$ cat config.mk
export PLATFORM = sky130hd
export DESIGN_NAME = seq_multiplier
export DESIGN_NICKNAME = d
export VERILOG_FILES = /design/src/rtl/mult_pkg.sv /design/src/rtl/mult_pp_step.sv /design/src/rtl/seq_multiplier.sv
export SDC_FILE = /design/constraint.sdc
export NUM_CORES = 1
export LEC_CHECK = 0
export ABC_AREA = 1
export CAP_MARGIN = 20
export CORE_UTILIZATION = 40
export DETAILED_ROUTE_END_ITERATION = 16
export GPL_TIMING_DRIVEN = 0
export PLACE_DENSITY = 0.59
export RECOVER_POWER = 50
export SETUP_SLACK_MARGIN = 0.15
export SKIP_LAST_GASP = 1
export SYNTH_ARGS = -nofsm -noshare
export SYNTH_HDL_FRONTEND = slang
export SYNTH_SLANG_ARGS = --single-unit
export TNS_END_PERCENT = 50
$ cat constraint.sdc
create_clock -name clk -period 8.4 [get_ports clk]
set_input_delay 2.1 -clock clk [delete_from_list [all_inputs] [get_ports clk]]
set_output_delay 2.1 -clock clk [all_outputs]
set_load 0.05 [all_outputs]
$ cat src/rtl/mult_pkg.sv
// Shared definitions for the iterative multiplier: state encoding, sizing helpers
// and the parameter legality check used at elaboration.
package mult_pkg;

    typedef enum logic [1:0] {
        ST_IDLE = 2'd0,
        ST_RUN  = 2'd1,
        ST_DONE = 2'd2
    } state_e;

    function automatic int unsigned clog2(input int unsigned v);
        int unsigned r;
        int unsigned x;
        r = 0;
        x = 1;
        while (x < v) begin
            x = x << 1;
            r = r + 1;
        end
        return r;
    endfunction

    function automatic int unsigned iter_count(input int unsigned width,
                                               input int unsigned bpc);
        return width / bpc;
    endfunction

    // Counter needs at least one bit even when a single iteration suffices.
    function automatic int unsigned cnt_width(input int unsigned iter);
        return (iter > 1) ? clog2(iter) : 1;
    endfunction

    function automatic bit cfg_legal(input int unsigned width,
                                     input int unsigned bpc);
        bit bpc_ok;
        bpc_ok = (bpc == 1) || (bpc == 2) || (bpc == 4) || (bpc == 8);
        return (width >= 2) && bpc_ok && ((width % bpc) == 0);
    endfunction

endpackage

$ cat src/rtl/mult_pp_step.sv
// One partial-product step: adds the pre-shifted multiplicand times one
// multiplier chunk into the running accumulator.
module mult_pp_step
    import mult_pkg::*;
#(
    parameter int unsigned WIDTH          = 32,
    parameter int unsigned BITS_PER_CYCLE = 1
) (
    input  logic [2*WIDTH-1:0]        acc_i,
    input  logic [2*WIDTH-1:0]        mcand_i,
    input  logic [BITS_PER_CYCLE-1:0] chunk_i,
    output logic [2*WIDTH-1:0]        acc_o
);

    localparam int unsigned P_W = 2 * WIDTH;

    // Truncation to P_W is safe: the final product always fits in 2*WIDTH bits.
    always_comb begin
        acc_o = acc_i + P_W'(mcand_i * P_W'(chunk_i));
    end

endmodule

$ cat src/rtl/seq_multiplier.sv
// Iterative signed/unsigned multiplier retiring BITS_PER_CYCLE multiplier bits
// per cycle, with valid/ready handshakes on operands and product.
module seq_multiplier
    import mult_pkg::*;
#(
    parameter int unsigned WIDTH          = 32,
    parameter int unsigned BITS_PER_CYCLE = 1
) (
    input  logic                 clk,
    input  logic                 reset,
    input  logic                 in_valid,
    output logic                 in_ready,
    input  logic [WIDTH-1:0]     a,
    input  logic [WIDTH-1:0]     b,
    input  logic                 signed_mode,
    output logic                 out_valid,
    input  logic                 out_ready,
    output logic [2*WIDTH-1:0]   p,
    output logic                 busy
);

    localparam int unsigned ITER  = iter_count(WIDTH, BITS_PER_CYCLE);
    localparam int unsigned CNT_W = cnt_width(ITER);
    localparam int unsigned P_W   = 2 * WIDTH;

    if (!cfg_legal(WIDTH, BITS_PER_CYCLE)) begin : g_cfg_check
        $error("seq_multiplier: illegal WIDTH/BITS_PER_CYCLE combination");
    end

    state_e             state_q, state_d;
    logic [P_W-1:0]     mcand_q, mcand_d;
    logic [WIDTH-1:0]   mplier_q, mplier_d;
    logic [P_W-1:0]     acc_q, acc_d;
    logic [CNT_W-1:0]   cnt_q, cnt_d;
    logic               neg_q, neg_d;
    logic [P_W-1:0]     p_q, p_d;
    logic               in_ready_q, in_ready_d;
    logic               out_valid_q, out_valid_d;
    logic               busy_q, busy_d;

    logic [P_W-1:0]     acc_step;
    logic               accept;
    logic               last_iter;

    function automatic logic [WIDTH-1:0] magnitude(input logic [WIDTH-1:0] v,
                                                   input logic sm);
        return (sm && v[WIDTH-1]) ? (~v + WIDTH'(1)) : v;
    endfunction

    assign accept    = in_valid & in_ready_q;
    assign last_iter = (cnt_q == CNT_W'(ITER - 1));

    mult_pp_step #(
        .WIDTH          (WIDTH),
        .BITS_PER_CYCLE (BITS_PER_CYCLE)
    ) u_pp_step (
        .acc_i   (acc_q),
        .mcand_i (mcand_q),
        .chunk_i (mplier_q[BITS_PER_CYCLE-1:0]),
        .acc_o   (acc_step)
    );

    // State register
    always_ff @(posedge clk or posedge reset) begin
        if (reset) begin
            state_q <= ST_IDLE;
        end else begin
            state_q <= state_d;
        end
    end

    // Next-state logic
    always_comb begin
        state_d = state_q;
        case (state_q)
            ST_IDLE: if (accept)    state_d = ST_RUN;
            ST_RUN:  if (last_iter) state_d = ST_DONE;
            ST_DONE: if (out_ready) state_d = ST_IDLE;
            default:                state_d = ST_IDLE;
        endcase
    end

    // Datapath and output next values; handshake flags follow the next state.
    always_comb begin
        mcand_d     = mcand_q;
        mplier_d    = mplier_q;
        acc_d       = acc_q;
        cnt_d       = cnt_q;
        neg_d       = neg_q;
        p_d         = p_q;
        in_ready_d  = (state_d == ST_IDLE);
        out_valid_d = (state_d == ST_DONE);
        busy_d      = (state_d != ST_IDLE);
        case (state_q)
            ST_IDLE: begin
                if (accept) begin
                    mcand_d  = P_W'(magnitude(a, signed_mode));
                    mplier_d = magnitude(b, signed_mode);
                    neg_d    = signed_mode & (a[WIDTH-1] ^ b[WIDTH-1]);
                    acc_d    = '0;
                    cnt_d    = '0;
                end
            end
            ST_RUN: begin
                acc_d    = acc_step;
                mcand_d  = mcand_q << BITS_PER_CYCLE;
                mplier_d = mplier_q >> BITS_PER_CYCLE;
                cnt_d    = cnt_q + CNT_W'(1);
                if (last_iter) begin
                    p_d = neg_q ? (~acc_step + P_W'(1)) : acc_step;
                end
            end
            default: ;
        endcase
    end

    always_ff @(posedge clk or posedge reset) begin
        if (reset) begin
            mcand_q     <= '0;
            mplier_q    <= '0;
            acc_q       <= '0;
            cnt_q       <= '0;
            neg_q       <= 1'b0;
            p_q         <= '0;
            in_ready_q  <= 1'b1;
            out_valid_q <= 1'b0;
            busy_q      <= 1'b0;
        end else begin
            mcand_q     <= mcand_d;
            mplier_q    <= mplier_d;
            acc_q       <= acc_d;
            cnt_q       <= cnt_d;
            neg_q       <= neg_d;
            p_q         <= p_d;
            in_ready_q  <= in_ready_d;
            out_valid_q <= out_valid_d;
            busy_q      <= busy_d;
        end
    end

    assign in_ready  = in_ready_q;
    assign out_valid = out_valid_q;
    assign p         = p_q;
    assign busy      = busy_q;

endmodule

==> impl_results.rst <==
.. list-table::
   :header-rows: 1

   * - Metric
     - Value
   * - First-iteration detailed-routing DRC count
     - 1789
   * - Synthesized instance count
     - 3168
   * - DIE AREA
     - 49300 um^2
   * - Async set-reset flop share out of synthesis
     - 100%
   * - Post-synthesis average cell area
     - 6.12 um^2
   * - Antenna violations before repair
     - 0
   * - Fin area
     - 22600 um^2
   * - Clock period minus final worst setup slack
     - 5.73 ns
   * - Number of sinks handled by clock tree synthesis
     - 235
   * - Cell Area, Placed
     - 21600 um^2
   * - WP data required
     - 8.87 ns
   * - Number of buffers inserted during clock tree synthesis
     - 30
   * - Type of element capturing the critical path
     - register
   * - Setup repair after global routing missed its margin
     - false
   * - Leakage
     - 12.2 nW
   * - Residual DRC count
     - 0
   * - Fraction of final layout cells with drive strength greater than 1
     - 5.18%
   * - Ranking of synthesized cells by area
     - sky130_fd_sc_hd__dfrtp_1, sky130_fd_sc_hd__nand2_1, sky130_fd_sc_hd__inv_1, sky130_fd_sc_hd__nand3_1, sky130_fd_sc_hd__ha_1
   * - Remaining Overflow, GRT
     - 0
   * - Global Route Usage Sum
     - 30.7%
   * - Number of hold-repair buffers added at the cts stage
     - 0
   * - Final-stage net count
     - 3479
   * - Max-cap viol count
     - 4
   * - HPWL after detailed placement
     - 63600 um
   * - Worst Hold Class
     - reg -> reg
   * - Pin count of the biggest net entering global routing
     - 44
   * - Synthesis-to-finish area growth
     - 16.4%
   * - Initial core utilization
     - 40.6%
   * - Slew of the pin with the lowest slew margin
     - 2.23 ns
   * - Crit Path Category
     - reg -> reg
   * - Synth warnings
     - 0
   * - Clock Latency Late Sink
     - 0.59 ns
   * - Global-route track usage on met3
     - 3.94%
   * - Ports placed on the boundary
     - 136
   * - Busiest layer in global routing
     - met2
   * - Slew headroom
     - -48.7%
   * - First-pass GRT wire length
     - 115000 um
   * - Final setup violation count
     - 0
   * - Area of the mapped netlist
     - 19400 um^2
   * - Clock-pin slew of the registers on the worst-case setup and hold paths
     - 0.06 ns
   * - Clock tree root buffer cell
     - sky130_fd_sc_hd__clkbuf_16
   * - Top cell type's share of synthesized area
     - 30.2%
   * - Number of library cell types mapped by synthesis
     - 45
   * - Total power divided by cell area
     - 346 nW/um^2
   * - CTS tree
     - yes
   * - Largest fanout of any net on the critical path
     - 10
   * - Number of failing hold endpoints at the final stage
     - 0
   * - Final-layout setup total negative slack
     - 0 ns
   * - VDD IR-drop max
     - 0.181 mV
   * - Core Region
     - 47700 um^2
   * - Die Span Y
     - 222 um
   * - Worst clock skew
     - 0.0181 ns
   * - Per-cell via count in the routed design
     - 5.14
   * - Clk buf depth
     - 3
   * - Deepest level of the CTS H-tree
     - 1
   * - Crit path setup slack, layout
     - 2.67 ns
   * - Peak clock frequency supported by timing
     - 174 MHz
   * - Post-placement worst setup slack
     - 2.81 ns
   * - Violations in the final reports
     - capacitance limit, slew limit
   * - Number of global-route vias before repair
     - 19519
   * - Post-Route WL
     - 76300 um
   * - Floorplan die width
     - 222 um
   * - Tcrit/Tclk final
     - 68.2%
   * - Row count
     - 80
   * - Buffers added on ports
     - 135
   * - Final-report max-slew violation count
     - 153
   * - Gpl congestion
     - 0.993
   * - Number of setup buffers added after CTS
     - 0
   * - Pre-Repair DR Iteration Count
     - 8
   * - Outcome
     - finished with violations
   * - Post-cts sizing count
     - 0
   * - Antenna-violating nets left
     - 0
   * - Average routed wire per standard cell
     - 19.2 um
   * - Worst path arrival time
     - 6.20 ns
   * - Routed via count
     - 20441
   * - Number of antenna cells inserted
     - 0
   * - Flip-flop and latch count after synthesis
     - 235
   * - Most common flop cell mapped by yosys
     - sky130_fd_sc_hd__dfrtp_1
   * - Fraction of the yosys area taken by sequential cells
     - 30.4%
   * - Grt met2 use
     - 48.1%
   * - Worst Setup Start Kind
     - register
   * - Cell taking the most area after synthesis
     - sky130_fd_sc_hd__dfrtp_1
   * - Net count after synthesis
     - 3306
   * - Number of enable flip-flop cells after synthesis
     - 0
   * - Fraction of met1 tracks used by global routing
     - 44.3%
==> metrics by stage <==
stage	util, %	std cells	power, W	hold WS (ns)
4_1_cts	47.4	3977	0.00775	0.483
2_1_floorplan	-	3168	0.00477	0.440
6_report	47.3	3977	0.00780	0.482
3_5_place_dp	45.3	3924	0.00636	0.469
3_3_place_gp	45.0	3918	0.00631	0.455
5_1_grt	47.3	3977	0.00831	0.503
==> final cells by class <==
| class | instances | area (um^2) |
|---|---|---|
| timing repair buffer | 141 | 1390 |
| tap | 615 | 769 |
| clock buffer | 43 | 891 |
| multi-input combinational | 2270 | 11000 |
| inverter | 588 | 2210 |
| sequential | 235 | 5880 |
| fill | 5040 | 25200 |
| clock inverter | 10 | 135 |
| buffer | 75 | 285 |
==> metal layers <==
layer	share of wire, %	vias to the layer above
met5	0	-
met4	2.5	0
met3	6.9	101
met2	43	646
met1	47	9540
li1	-	10154
==> cell usage after synthesis, types with 5 or more instances <==
master	number
sky130_fd_sc_hd__o21ai_0	126
sky130_fd_sc_hd__o211ai_1	18
sky130_fd_sc_hd__o21bai_1	10
sky130_fd_sc_hd__nand4_1	32
sky130_fd_sc_hd__nand2_2	45
sky130_fd_sc_hd__nand3_1	179
sky130_fd_sc_hd__o21ai_1	6
sky130_fd_sc_hd__nand3_2	17
sky130_fd_sc_hd__nand3b_1	5
sky130_fd_sc_hd__nand2_1	1223
sky130_fd_sc_hd__inv_1	572
sky130_fd_sc_hd__or2_2	5
sky130_fd_sc_hd__o311ai_0	6
sky130_fd_sc_hd__inv_2	12
sky130_fd_sc_hd__o22ai_1	35
sky130_fd_sc_hd__o221ai_1	36
sky130_fd_sc_hd__dfrtp_1	234
sky130_fd_sc_hd__xnor2_1	13
sky130_fd_sc_hd__a21oi_1	73
sky130_fd_sc_hd__xor2_1	57
sky130_fd_sc_hd__ha_1	68
sky130_fd_sc_hd__clkbuf_1	65
sky130_fd_sc_hd__nor2_2	25
sky130_fd_sc_hd__nor2_1	216
sky130_fd_sc_hd__nor2_4	7
sky130_fd_sc_hd__nor3_1	31
sky130_fd_sc_hd__buf_1	7
==> power by group <==
part | leakage [nW] | internal, W | switching (W)
Combinational | 8.62 | 0.00130 | 0.00325
Clock | 0.506 | 0.000823 | 0.000535
Sequential | 3.13 | 0.00158 | 0.000316
Total | 12.2 | 0.00370 | 0.00410
==> path summary, 6_finish.rpt <==
path                             start  slack, ns  cells after the start         end
min in group asynchronous        reset       2.23                      2  mcand_q[5]
max in group asynchronous        reset       3.55                      3       p[56]
hold / removal                   p[53]       0.48                      2       p[53]
setup / recovery           mplier_q[0]       2.67                     25       p[52]
hold reg to reg                  p[53]       0.48                      2       p[53]
setup reg to reg           mplier_q[0]       2.67                     25       p[52]
==> worst max-delay path, stage by stage, from the launching register on <==
cell and delay (ns):
sky130_fd_sc_hd__dfrtp_1 0.34, sky130_fd_sc_hd__clkbuf_1 0.69, sky130_fd_sc_hd__clkbuf_1 0.64, sky130_fd_sc_hd__nand2_1 0.12
sky130_fd_sc_hd__inv_1 0.10, sky130_fd_sc_hd__ha_1 0.35, sky130_fd_sc_hd__inv_1 0.10, sky130_fd_sc_hd__fa_1 0.40
sky130_fd_sc_hd__inv_1 0.26, sky130_fd_sc_hd__nand2_1 0.17, sky130_fd_sc_hd__nand2_2 0.20, sky130_fd_sc_hd__nand3_2 0.12
sky130_fd_sc_hd__nand2_2 0.13, sky130_fd_sc_hd__nand2_1 0.09, sky130_fd_sc_hd__nand2_1 0.17, sky130_fd_sc_hd__nand3_1 0.16
sky130_fd_sc_hd__nand4_1 0.11, sky130_fd_sc_hd__nand2_1 0.26, sky130_fd_sc_hd__nor2_1 0.24, sky130_fd_sc_hd__nand2_1 0.07
sky130_fd_sc_hd__nor2_1 0.25, sky130_fd_sc_hd__nand3_1 0.18, sky130_fd_sc_hd__nand2_1 0.15, sky130_fd_sc_hd__nand3_1 0.09
sky130_fd_sc_hd__nand3_1 0.14, sky130_fd_sc_hd__nand2_1 0.06
==> flip-flops by register name, summed over array words and instances, names as in the netlist <==
name and count:
state_q 2, cnt_q 5, p 64, neg_q 1, mplier_q 32, busy 1
out_valid 1, mcand_q 64, in_ready 1, acc_q 64
==> layout by cell type, fill, tap and decap left out, types with 31 or more instances in the layout <==
master                            netlist  layout
sky130_fd_sc_hd__ha_1                  68      68
sky130_fd_sc_hd__nand3_1              179     179
sky130_fd_sc_hd__nor3_1                31      31
sky130_fd_sc_hd__clkbuf_1              65      75
sky130_fd_sc_hd__nand4_1               32      32
sky130_fd_sc_hd__o221ai_1              36      36
sky130_fd_sc_hd__nand2_2               45      45
sky130_fd_sc_hd__clkdlybuf4s50_1        0     132
sky130_fd_sc_hd__nand2_1             1223    1223
sky130_fd_sc_hd__clkbuf_16              0      31
sky130_fd_sc_hd__o22ai_1               35      35
sky130_fd_sc_hd__a21oi_1               73      73
sky130_fd_sc_hd__dfrtp_1              234     234
sky130_fd_sc_hd__inv_1                572     571
sky130_fd_sc_hd__o21ai_0              126     126
sky130_fd_sc_hd__xor2_1                57      57
sky130_fd_sc_hd__nor2_1               216     216
==> kinds of logic after synthesis <==
| kind of cell | Yosys count | synth area share [%] |
|---|---|---|
| DFF | 235 | 30.4 |
| AOI/OAI and AO/OA | 329 | 10.2 |
| and+or+nand+nor | 1802 | 38.9 |
| adders and majority gates | 69 | 4.49 |
| xor gates and xnor gates | 70 | 3.16 |
| buffers and inverters | 663 | 12.9 |
(Power assumes the default switching activity.)
